[config.mk]
export PLATFORM = sky130hd
export DESIGN_NAME = cve2_obi_arbiter
export DESIGN_NICKNAME = d
export VERILOG_FILES = /design/src/rtl/cve2_obi_arbiter.sv
export SDC_FILE = /design/constraint.sdc
export NUM_CORES = 1
export LEC_CHECK = 0
export BUFFER_PORTS_ARGS = -buffer_cell sky130_fd_sc_hd__clkbuf_2
export CAP_MARGIN = 10
export CORE_AREA = 4 4 108 110
export DETAILED_ROUTE_END_ITERATION = 8
export DIE_AREA = 0 0 112 114
export RECOVER_POWER = 100
export REMOVE_ABC_BUFFERS = 1
export SLEW_MARGIN = 20
export SYNTH_ARGS = -nofsm -noshare
export SYNTH_HDL_FRONTEND = slang
export SYNTH_SLANG_ARGS = --single-unit
[constraint.sdc]
create_clock -name clk_i -period 2.4 [get_ports clk_i]
set_input_delay 0.48 -clock clk_i [delete_from_list [all_inputs] [get_ports clk_i]]
set_output_delay 0.48 -clock clk_i [all_outputs]
set_load 0.02 [all_outputs]
[src/rtl/cve2_obi_arbiter.sv]
// Two-master OBI arbiter: instruction and data ports share a single memory port.
// Round-robin on contention, with a lock held until grant and in-order response steering.
module cve2_obi_arbiter #(
    parameter int unsigned MaxOutstanding = 2
) (
    input  logic        clk_i,
    input  logic        rst_ni,

    input  logic        instr_req_i,
    output logic        instr_gnt_o,
    output logic        instr_rvalid_o,
    input  logic [31:0] instr_addr_i,
    output logic [31:0] instr_rdata_o,
    output logic        instr_err_o,

    input  logic        data_req_i,
    output logic        data_gnt_o,
    output logic        data_rvalid_o,
    input  logic        data_we_i,
    input  logic [3:0]  data_be_i,
    input  logic [31:0] data_addr_i,
    input  logic [31:0] data_wdata_i,
    output logic [31:0] data_rdata_o,
    output logic        data_err_o,

    output logic        mem_req_o,
    input  logic        mem_gnt_i,
    input  logic        mem_rvalid_i,
    output logic        mem_we_o,
    output logic [3:0]  mem_be_o,
    output logic [31:0] mem_addr_o,
    output logic [31:0] mem_wdata_o,
    input  logic [31:0] mem_rdata_i,
    input  logic        mem_err_i,

    output logic        busy_o
);

    // Handshake: a request is accepted in any cycle with req & gnt; a response is one
    // rvalid pulse, returned in the same order the requests were accepted.

    localparam int unsigned PtrW = (MaxOutstanding > 1) ? $clog2(MaxOutstanding) : 1;
    localparam int unsigned CntW = $clog2(MaxOutstanding + 1);

    logic                      lock_q;
    logic                      lock_data_q;
    logic                      last_data_q;
    logic [MaxOutstanding-1:0] owner_q;
    logic [PtrW-1:0]           wptr_q;
    logic [PtrW-1:0]           rptr_q;
    logic [CntW-1:0]           count_q;

    logic sel_data;
    logic sel_req;
    logic full;
    logic push;
    logic pop;
    logic head_data;

    function automatic logic [PtrW-1:0] ptr_inc(input logic [PtrW-1:0] p);
        if (p == PtrW'(MaxOutstanding - 1)) begin
            return '0;
        end
        return p + PtrW'(1);
    endfunction

    always_comb begin
        sel_data = data_req_i;
        if (lock_q) begin
            sel_data = lock_data_q;
        end else if (instr_req_i && data_req_i) begin
            sel_data = ~last_data_q;
        end
    end

    assign sel_req   = sel_data ? data_req_i : instr_req_i;
    assign full      = (count_q == CntW'(MaxOutstanding));
    // Gated by reset so the request drops immediately, not at the next edge.
    assign mem_req_o = rst_ni & sel_req & ~full;
    assign push      = mem_req_o & mem_gnt_i;
    assign pop       = mem_rvalid_i & (count_q != '0);
    assign head_data = owner_q[rptr_q];

    assign instr_gnt_o = mem_req_o & mem_gnt_i & ~sel_data;
    assign data_gnt_o  = mem_req_o & mem_gnt_i & sel_data;

    assign mem_we_o    = sel_data ? data_we_i    : 1'b0;
    assign mem_be_o    = sel_data ? data_be_i    : 4'hF;
    assign mem_addr_o  = sel_data ? data_addr_i  : instr_addr_i;
    assign mem_wdata_o = sel_data ? data_wdata_i : 32'h0;

    assign instr_rvalid_o = pop & ~head_data;
    assign data_rvalid_o  = pop & head_data;
    assign instr_rdata_o  = mem_rdata_i;
    assign data_rdata_o   = mem_rdata_i;
    assign instr_err_o    = mem_err_i;
    assign data_err_o     = mem_err_i;

    assign busy_o = (count_q != '0) | mem_req_o;

    always_ff @(posedge clk_i or negedge rst_ni) begin
        if (!rst_ni) begin
            lock_q      <= 1'b0;
            lock_data_q <= 1'b0;
            last_data_q <= 1'b0;
            owner_q     <= '0;
            wptr_q      <= '0;
            rptr_q      <= '0;
            count_q     <= '0;
        end else begin
            // Lock whenever a request is shown but not taken; dropping req also releases it.
            lock_q <= mem_req_o & ~mem_gnt_i;
            if (mem_req_o && !mem_gnt_i) begin
                lock_data_q <= sel_data;
            end
            if (push) begin
                owner_q[wptr_q] <= sel_data;
                wptr_q          <= ptr_inc(wptr_q);
                last_data_q     <= sel_data;
            end
            if (pop) begin
                rptr_q <= ptr_inc(rptr_q);
            end
            case ({push, pop})
                2'b10:   count_q <= count_q + CntW'(1);
                2'b01:   count_q <= count_q - CntW'(1);
                default: count_q <= count_q;
            endcase
        end
    end

`ifndef SYNTHESIS
    stray_rvalid_a : assert property (@(posedge clk_i) disable iff (!rst_ni)
        !(mem_rvalid_i && count_q == '0))
        else $warning("rvalid with no outstanding transaction, response dropped");
`endif

endmodule

; Word level (Yosys, flattened, before mapping)
; Index checks and enable logic that the tools add are counted.
[op_classes]
n_addsub = 4
n_lt_le_gt_ge = 3
n_eq_ne = 3
n_mux = 21
bitwise = 15
n_reduce_logical = 6
[op_table]
columns = cell, n
row1 = $mux W32, 2
row2 = $mux W1, 15
row3 = $and A1 B1 Y1, 9
row4 = $not A1 Y1, 5
row5 = $eq A2 B2 Y1 const B, 2
row6 = $lt A1 B2 Y1 const B, 2
row7 = $mux W4, 1
row8 = $pmux W2 S2, 1
row9 = $reduce_bool A2 Y1, 2
row10 = $logic_and A1 B1 Y1, 3
row11 = $add A1 B1 Y1 const B, 2
row12 = $add A2 B1 Y2 const B, 1
row13 = $bwmux W2, 1
row14 = $eq A2 B1 Y1 const B, 1
row15 = $sub A2 B1 Y2 const B, 1
row16 = $demux W1 S1, 1
row17 = $ge A1 B1 Y1 const B, 1
row18 = $logic_not A1 Y1, 1
row19 = $or A1 B1 Y1, 1
[word_totals]
register_bits = 9
in_bits = 140
out_inout_bits = 141
wordCells = 59

; Logic depth before layout (Yosys ltp)
; Gate-level depths: netlist of the first run.
[depth]
depth_word = 9
depth_mapped = 8
depth_no_buf = 7

; Worst setup path before layout of the first run
; No wires, ideal clock.
[synth_timing]
path_kind = input-to-output
start = in instr_req_i
end = out mem_wdata_o[10]
arrival_ps = 1451
required_ps = 1920
slack_ps = 469
path_stages = 4
path_buffers = 1
cell_sequence = a211oi_1 a21o_2 clkbuf_1 and2_1
[synth_via]
elab_chain_len = 4
[synth_rtl]
columns = item, line
row1 = from (decl), 9  ; input logic instr_req_i,
row2 = $logic_and A1 B1 Y1, 71  ; end else if (instr_req_i && data_req_i) begin
row3 = $mux W1, 71
row4 = $mux W1, 69  ; if (lock_q) begin
row5 = $mux W32, 90  ; assign mem_wdata_o = sel_data ? data_wdata_i : 32'h0;
row6 = to (decl), 32  ; output logic [31:0] mem_wdata_o,
; No other way between the ends.

; Final worst setup path of the first run
[layout_timing]
start = in data_req_i
end = out mem_addr_o[24]
[layout_via]
elab_chain_len = 4
[layout_rtl]
columns = item, line
row1 = from (decl), 16  ; input logic data_req_i,
row2 = $logic_and A1 B1 Y1, 71
row3 = $mux W1 (*), 71
row4 = $mux W1 (*), 69
row5 = $mux W32 (*), 89  ; assign mem_addr_o = sel_data ? data_addr_i : instr_addr_i;
row6 = to (decl), 31  ; output logic [31:0] mem_addr_o,
; Mark *: on every way between the ends. The rest lies on a longest branch, timed or not.

==> report_table.html, run 1 <==
<table>
<tr><th>Metric</th><th>Value</th></tr>
<tr><th colspan="2">Run status</th></tr>
<tr><td>Status</td><td>complete, no violations</td></tr>
<tr><th colspan="2">Setup path</th></tr>
<tr><td>Worst-path maximum fanout</td><td>34</td></tr>
<tr><td>Setup crit start kind</td><td>input port</td></tr>
<tr><td>Critical Path End Type</td><td>primary output</td></tr>
<tr><td>Worst endpoint data arrival time</td><td>1.79 ns</td></tr>
<tr><td>Critical Setup Path Class</td><td>input port to primary output</td></tr>
<tr><td>Worst Path Required</td><td>1.92 ns</td></tr>
<tr><th colspan="2">Die</th></tr>
<tr><td>Die ar.</td><td>0.0128 mm2</td></tr>
<tr><td>Initial core utilization</td><td>15.2%</td></tr>
<tr><td>Std-Cell Rows</td><td>38</td></tr>
<tr><td>Core region area</td><td>0.0107 mm2</td></tr>
<tr><td>Height of the die</td><td>114 um</td></tr>
<tr><td>Chip width</td><td>112 um</td></tr>
<tr><td>I/O pins</td><td>281</td></tr>
<tr><th colspan="2">Routing</th></tr>
<tr><td>Post-DRT Antenna Nets</td><td>0</td></tr>
<tr><td>Total wire length</td><td>7.54 mm</td></tr>
<tr><td>Metal2 WL</td><td>2.87 mm</td></tr>
<tr><td>Via density per instance</td><td>3.93</td></tr>
<tr><td>Number of detailed-route iterations in the first pass</td><td>4</td></tr>
<tr><td>Number of remaining DRC errors</td><td>0</td></tr>
<tr><td>Detail-routed net length per standard cell</td><td>16.9 um</td></tr>
<tr><td>Met3 wire length</td><td>1.79 mm</td></tr>
<tr><td>Wl on met1</td><td>2.78 mm</td></tr>
<tr><td>Initial detailed-routing violation count</td><td>31</td></tr>
<tr><td>Uppermost metal layer occupied by signal nets</td><td>met5</td></tr>
<tr><td>Count of vias placed by the detailed router</td><td>1747</td></tr>
<tr><th colspan="2">Clocking</th></tr>
<tr><td>Clock tree root buffer cell</td><td>clkbuf_8</td></tr>
<tr><td>CTS HTree Levels</td><td>1</td></tr>
<tr><td>Clock network latency to the later pin of the worst-skew pair</td><td>0.23 ns</td></tr>
<tr><td>Number of hold buffers added after cts</td><td>0</td></tr>
<tr><td>Clock-pin slew reported for the worst setup and hold paths after clock tree synthesis</td><td>0.04 ns</td></tr>
<tr><td>TritonCTS clock tree</td><td>done</td></tr>
<tr><td>Clk sink count</td><td>9</td></tr>
<tr><td>Post-cts resize count</td><td>0</td></tr>
<tr><td>Buffers inserted by post-CTS timing repair</td><td>0</td></tr>
<tr><td>Max clock buf depth</td><td>2</td></tr>
<tr><td>Inserted Clock Buffers</td><td>3</td></tr>
<tr><th colspan="2">STA</th></tr>
<tr><td>Min Tclk post-route</td><td>2.27 ns</td></tr>
<tr><td>Worst Clk Skew</td><td>0.00118 ns</td></tr>
<tr><td>Post-Route Setup TNS</td><td>0 ns</td></tr>
<tr><td>Final hold violation count</td><td>0</td></tr>
<tr><td>Setup repair after global routing missed its margin</td><td>no</td></tr>
<tr><td>Setup-failing EPs final</td><td>0</td></tr>
<tr><td>Fmax</td><td>0.441 GHz</td></tr>
<tr><td>Post-route clock period utilization</td><td>94.5%</td></tr>
<tr><td>Remaining max-slew budget at the tightest pin</td><td>67.9%</td></tr>
<tr><td>Transition time at the pin with the least slew margin</td><td>0.476 ns</td></tr>
<tr><td>Slew Limit Fails</td><td>0</td></tr>
<tr><th colspan="2">Cells and area</th></tr>
<tr><td>Final antenna diode count</td><td>0</td></tr>
<tr><td>Number of standard cells in the final layout excluding fillers</td><td>445</td></tr>
<tr><td>Number of fill cells in the layout</td><td>1232</td></tr>
<tr><td>Storage element area</td><td>225 um2</td></tr>
<tr><td>Area of the multi-input gates</td><td>842 um2</td></tr>
<tr><td>Final #Nets</td><td>447</td></tr>
<tr><td>Synth-to-layout area growth</td><td>35.8%</td></tr>
<tr><td>Share of post-route cells with drive strength above 1</td><td>61.3%</td></tr>
<tr><th colspan="2">Power</th></tr>
<tr><td>Worst ir drop on vdd</td><td>0.000192 V</td></tr>
<tr><td>Leakage component of the power</td><td>1.12 nW</td></tr>
<tr><td>Areal power density over the cells</td><td>726 mW/mm2</td></tr>
<tr><th colspan="2">GRT</th></tr>
<tr><td>Overflow after GRT</td><td>0</td></tr>
<tr><td>Number of global-route vias before repair</td><td>1773</td></tr>
<tr><td>Total Routing Usage GR</td><td>10.6%</td></tr>
<tr><td>Initial antenna violation count</td><td>0</td></tr>
<tr><td>Pin count of the biggest net entering global routing</td><td>38</td></tr>
<tr><td>First-pass GRT wire length</td><td>10.2 mm</td></tr>
<tr><th colspan="2">Synthesis</th></tr>
<tr><td>Count of yosys warnings during synthesis</td><td>0</td></tr>
<tr><td>FF+latch count, synth</td><td>9</td></tr>
<tr><td>Synthesized area divided by synthesized cell count</td><td>8.70 um2</td></tr>
<tr><td>Proportion of synthesized chip area in sequential cells</td><td>13.8%</td></tr>
<tr><td>Cell count after synthesis</td><td>187</td></tr>
<tr><td>Post-synth cell types</td><td>25</td></tr>
<tr><td>Post-synthesis instance area</td><td>0.00163 mm2</td></tr>
<tr><th colspan="2">Place</th></tr>
<tr><td>Global placement routability congestion</td><td>0.726</td></tr>
<tr><td>Half-perimeter wire length after placement</td><td>6.54 mm</td></tr>
<tr><td>Placed Instances</td><td>441</td></tr>
<tr><td>Buffers added on ports</td><td>181</td></tr>
<tr><th colspan="2">Run</th></tr>
<tr><td>Maxcap violations</td><td>0</td></tr>
<tr><th colspan="2">Min path</th></tr>
<tr><td>Tightest Hold Check Type</td><td>input port to async pin</td></tr>
</table>
[critical path: stages]
cell and delay, ns:
clkbuf_2 0.11, inv_1 0.05, a211oi_1 0.03, clkbuf_1 0.13, a21oi_4 0.12, buf_6 0.28, mux2_2 0.38, clkbuf_2 0.16
[worst paths after layout]
kind / startpoint / to / cells past startpoint / slack [ns]
max: data_req_i / mem_addr_o[24] / 8 / 0.13
min: rst_ni / count_q[1]$_DFFE_PN0P_ / 2 / 0.37
max reg2reg: lock_q$_DFF_PN0_ / count_q[1]$_DFFE_PN0P_ / 7 / 0.51
min reg2reg: rptr_q$_DFFE_PN0P_ / rptr_q$_DFFE_PN0P_ / 1 / 0.51
max in group asynchronous: rst_ni / owner_q[0]$_DFFE_PN0P_ / 2 / 1.71
min in group clk_i: mem_gnt_i / lock_q$_DFF_PN0_ / 2 / 0.49
[cells by family after synthesis]
kind of cell | Yosys count | synth area share (%)
flip-flops | 9 | 13.8
adder cells (fa/ha/maj) | 1 | 0.769
AND/OR/NAND/NOR | 52 | 18.6
XOR/XNOR | 5 | 2.69
buffers and inverters | 76 | 34.6
multiplexers | 36 | 25.1
AO/OA/AOI/OAI | 8 | 4.38
[routing by layer]
metal,vias to the layer above,track usage [%]
li1,772,-
met2,215,14.0
met5,-,5.88
met4,2,2.56
met3,6,10.2
met1,752,11.7
[synth_stat cells]
cell type / instances / area share [%]
a211oi_1: 1 / 0.46
a21boi_2: 1 / 0.69
a21o_2: 1 / 0.54
a21oi_2: 1 / 0.54
and2_1: 33 / 13
buf_4: 66 / 30
buf_6: 4 / 2.8
clkbuf_1: 4 / 0.92
dfrtp_1: 9 / 14
ha_1: 1 / 0.77
inv_1: 2 / 0.46
mux2_2: 34 / 24
mux2_4: 1 / 0.92
mux2i_1: 1 / 0.62
nand2_1: 2 / 0.46
nand2b_1: 6 / 2.3
nor2_1: 6 / 1.4
nor2b_1: 2 / 0.77
nor3_1: 2 / 0.62
o21ai_0: 1 / 0.31
o221ai_2: 1 / 0.92
o31ai_1: 2 / 0.92
or2_1: 1 / 0.38
xnor2_1: 4 / 2.2
xor2_1: 1 / 0.54
[registers in the layout, summed over array words and instances, names as in the netlist]
register	cells
lock_data_q	1
wptr_q	1
rptr_q	1
count_q	2
lock_q	1
owner_q	2
last_data_q	1
[report_power, final]
part	total, mW	switching [mW]	leakage [nW]	internal (mW)
logic	1.13	0.642	0.991	0.486
clock network	0.177	0.0608	0.0228	0.116
registers	0.298	0.0747	0.110	0.223
[cell usage in the layout (no fill, tap or decap), types with 2 or more instances in the layout]
cell type and count:
nor3_1 2, nand2b_1 6, nor2b_1 2, clkbuf_2 142, clkbuf_8 3, dfrtp_1 9, clkbuf_1 43, nand2_1 2
and2_1 32, o31ai_1 2, nor2_1 6, inv_1 2, buf_4 2, xnor2_1 4, mux2_2 34
[final cells by class]
type                            count  area share [%]
Inverter                            2           0.340
Tap cell                          140            7.93
Sequential cell                     9            10.2
Timing Repair Buffer              188            41.4
Clock buffer                        4            2.04
Multi-Input combinational cell    102            38.1
[per-stage QoR]
step           hold slack [ns]  worst slack (ns)  power, mW  util [%]  area (um2)
2_1_floorplan            0.184           -0.0675       1.04         -        1070
3_3_place_gp             0.468             0.211       1.47      20.9        2240
3_5_place_dp             0.470             0.185       1.50      20.9        2240
4_1_cts                  0.220             0.168       1.69      21.3        2280
5_1_grt                  0.412            0.0437       1.72      20.7        2210
6_report                 0.371             0.132       1.60      20.7        2210
(Power assumes the default switching activity.)
==> run 2: changes to the inputs <==
==> constraint.sdc (replaced) <==
create_clock -name clk_i -period 2.45 [get_ports clk_i]
set_input_delay 0.49 -clock clk_i [delete_from_list [all_inputs] [get_ports clk_i]]
set_output_delay 0.49 -clock clk_i [all_outputs]
set_load 0.02 [all_outputs]
==> report_table.html, run 2 (synthesized netlist as in run 1, its figures left out) <==
<table>
<tr><th>Metric</th><th>Value</th></tr>
<tr><th colspan="2">Routing</th></tr>
<tr><td>Initial detailed-routing violation count</td><td>34</td></tr>
<tr><td>Number of remaining DRC errors</td><td>0</td></tr>
<tr><td>Count of vias placed by the detailed router</td><td>1796</td></tr>
<tr><td>Total wire length</td><td>7.69 mm</td></tr>
<tr><td>Detail-routed net length per standard cell</td><td>17.2 um</td></tr>
<tr><td>Via density per instance</td><td>4.03</td></tr>
<tr><td>Number of detailed-route iterations in the first pass</td><td>4</td></tr>
<tr><td>Post-DRT Antenna Nets</td><td>0</td></tr>
<tr><th colspan="2">Cells and area</th></tr>
<tr><td>Commonest non-fill, non-tap cell in the layout</td><td>clkbuf_2</td></tr>
<tr><td>Synth-to-layout area growth</td><td>36.1%</td></tr>
<tr><td>Area of the multi-input gates</td><td>842 um2</td></tr>
<tr><td>Most used cells in the layout excluding fill and tap cells</td><td>clkbuf_2, clkbuf_1, mux2_2</td></tr>
<tr><td>Storage element area</td><td>225 um2</td></tr>
<tr><td>Share of post-route cells with drive strength above 1</td><td>60.5%</td></tr>
<tr><td>Final #Nets</td><td>448</td></tr>
<tr><td>Final antenna diode count</td><td>0</td></tr>
<tr><td>Number of fill cells in the layout</td><td>1220</td></tr>
<tr><td>Largest registers</td><td>count_q: 2 flops, owner_q: 2 flops</td></tr>
<tr><td>Final cell utilization of the core</td><td>20.7%</td></tr>
<tr><th colspan="2">GRT</th></tr>
<tr><td>Pin count of the biggest net entering global routing</td><td>38</td></tr>
<tr><td>Initial antenna violation count</td><td>0</td></tr>
<tr><td>First-pass GRT wire length</td><td>10.4 mm</td></tr>
<tr><td>Total Routing Usage GR</td><td>10.7%</td></tr>
<tr><td>Number of global-route vias before repair</td><td>1785</td></tr>
<tr><td>Overflow after GRT</td><td>0</td></tr>
<tr><th colspan="2">Power</th></tr>
<tr><td>Cell-internal power</td><td>0.808 mW</td></tr>
<tr><td>PnR Total Power</td><td>1.58 mW</td></tr>
<tr><td>Switching portion of total power</td><td>48.8%</td></tr>
<tr><td>Switch Pwr</td><td>0.769 mW</td></tr>
<tr><td>Logic gate share of total power</td><td>70.3%</td></tr>
<tr><td>Worst ir drop on vdd</td><td>0.000179 V</td></tr>
<tr><td>Part of the power in the clock network</td><td>11.0%</td></tr>
<tr><td>Leakage component of the power</td><td>1.12 nW</td></tr>
<tr><td>Areal power density over the cells</td><td>712 mW/mm2</td></tr>
<tr><td>Portion of total power attributed to sequential cells</td><td>18.7%</td></tr>
<tr><th colspan="2">Setup path</th></tr>
<tr><td>Critical Path End Type</td><td>primary output</td></tr>
<tr><td>Worst-path maximum fanout</td><td>6</td></tr>
<tr><td>Setup crit start kind</td><td>flop</td></tr>
<tr><td>Worst endpoint data arrival time</td><td>1.81 ns</td></tr>
<tr><td>Worst-path cell chain</td><td>buf_4 -&gt; a21boi_2 -&gt; o221ai_2 -&gt; or2_0 -&gt; nor2_1 -&gt; clkbuf_1</td></tr>
<tr><td>Critical Setup Path Class</td><td>flop to primary output</td></tr>
<tr><td>Delay of the slowest cell on the worst path</td><td>0.38 ns</td></tr>
<tr><td>Worst Path Required</td><td>1.96 ns</td></tr>
<tr><td>Slowest cell on crit path</td><td>dfrtp_1</td></tr>
<tr><th colspan="2">Clocking</th></tr>
<tr><td>Max clock buf depth</td><td>2</td></tr>
<tr><td>Clock tree root buffer cell</td><td>clkbuf_8</td></tr>
<tr><td>TritonCTS clock tree</td><td>done</td></tr>
<tr><td>Clock-pin slew reported for the worst setup and hold paths after clock tree synthesis</td><td>0.05 ns</td></tr>
<tr><td>Post-cts resize count</td><td>0</td></tr>
<tr><td>Inserted Clock Buffers</td><td>3</td></tr>
<tr><td>Number of hold buffers added after cts</td><td>0</td></tr>
<tr><td>Buffers inserted by post-CTS timing repair</td><td>0</td></tr>
<tr><td>CTS HTree Levels</td><td>1</td></tr>
<tr><td>Clock network latency to the later pin of the worst-skew pair</td><td>0.23 ns</td></tr>
<tr><td>Clk sink count</td><td>9</td></tr>
<tr><th colspan="2">STA</th></tr>
<tr><td>Slew Limit Fails</td><td>0</td></tr>
<tr><td>Final hold violation count</td><td>0</td></tr>
<tr><td>Remaining max-slew budget at the tightest pin</td><td>63.4%</td></tr>
<tr><td>Transition time at the pin with the least slew margin</td><td>0.543 ns</td></tr>
<tr><td>Post-route clock period utilization</td><td>94.0%</td></tr>
<tr><td>Worst Clk Skew</td><td>0.00134 ns</td></tr>
<tr><td>Post-Route Setup TNS</td><td>0 ns</td></tr>
<tr><td>Final worst slack</td><td>0.147 ns</td></tr>
<tr><td>Setup repair after global routing missed its margin</td><td>no</td></tr>
<tr><td>Setup-failing EPs final</td><td>0</td></tr>
<tr><td>Min Tclk post-route</td><td>2.30 ns</td></tr>
<tr><td>Fmax</td><td>0.434 GHz</td></tr>
<tr><th colspan="2">Place</th></tr>
<tr><td>Place WS</td><td>0.213 ns</td></tr>
<tr><td>Half-perimeter wire length after placement</td><td>6.60 mm</td></tr>
<tr><td>Global placement routability congestion</td><td>0.728</td></tr>
<tr><td>Buffers added on ports</td><td>181</td></tr>
<tr><th colspan="2">Die</th></tr>
<tr><td>Height of the die</td><td>114 um</td></tr>
<tr><td>Std-Cell Rows</td><td>38</td></tr>
<tr><td>Core region area</td><td>0.0107 mm2</td></tr>
<tr><td>Chip width</td><td>112 um</td></tr>
<tr><td>Initial core utilization</td><td>15.2%</td></tr>
<tr><td>I/O pins</td><td>281</td></tr>
<tr><td>Die ar.</td><td>0.0128 mm2</td></tr>
<tr><th colspan="2">Run</th></tr>
<tr><td>Maxcap violations</td><td>0</td></tr>
<tr><th colspan="2">Min path</th></tr>
<tr><td>Tightest Hold Check Type</td><td>input port to async pin</td></tr>
<tr><th colspan="2">Run status</th></tr>
<tr><td>Status</td><td>complete, no violations</td></tr>
</table>
## run 2: changes by cell type in the layout (fill, tap and decap cells not counted)
cell      delta
and2_0       -1
and2_1       +1
buf_4        +1
clkbuf_1     +3
clkbuf_2     -3
## run 2: final timing paths
check / slack (ns) / to / cells after the start / startpoint
worst min register to register: 0.50 / rptr_q$_DFFE_PN0P_ / 1 / rptr_q$_DFFE_PN0P_
worst max-delay path: 0.15 / instr_gnt_o / 6 / lock_q$_DFF_PN0_
worst max register to register: 0.54 / count_q[1]$_DFFE_PN0P_ / 7 / lock_q$_DFF_PN0_
min in group clk_i: 0.49 / lock_q$_DFF_PN0_ / 2 / mem_gnt_i
worst min-delay path: 0.40 / count_q[1]$_DFFE_PN0P_ / 2 / rst_ni
max in group asynchronous: 1.71 / lock_q$_DFF_PN0_ / 2 / rst_ni
## run 2: through the flow
step	hold slack [ns]	std cells	cell area (um2)
6_report	0.400	446	2210
5_1_grt	0.465	446	2210
4_1_cts	0.232	446	2290
3_5_place_dp	0.480	442	2240
3_3_place_gp	0.483	442	2240
2_1_floorplan	0.194	113	1070
## run 2: final cells by class
class	count	area share [%]
clock buffer	4	2.04
timing repair buffer	189	41.5
inverter	2	0.339
sequential	9	10.2
multi-input combinational	102	38.0
tap	140	7.91
## run 2: worst max-delay path, delay by kind of cell, from the launching register on
kind | cells | cell delay, ns
and+or+nand+nor | 2 | 0.47
buffers and inverters | 2 | 0.41
DFF | 1 | 0.38
AOI/OAI and AO/OA | 2 | 0.32
## run 2: power groups by stage
stage | logic [mW] | clock network (mW) | registers [mW]
after detailed placement | 1.18 | 0 | 0.298
after CTS | 1.18 | 0.176 | 0.295
final | 1.11 | 0.173 | 0.295
after floorplan | 0.746 | 0 | 0.276
after global placement | 1.16 | 0 | 0.293
after global routing | 1.21 | 0.182 | 0.303
## run 2: routing by layer
layer  up-vias  track usage [%]  part of all wire, %
li1        778                -                    -
met1       789             12.0                   38
met2       221             14.7                   38
met3         6             9.76                   23
met4         2             1.84                 0.62
met5         -             5.88                 0.53
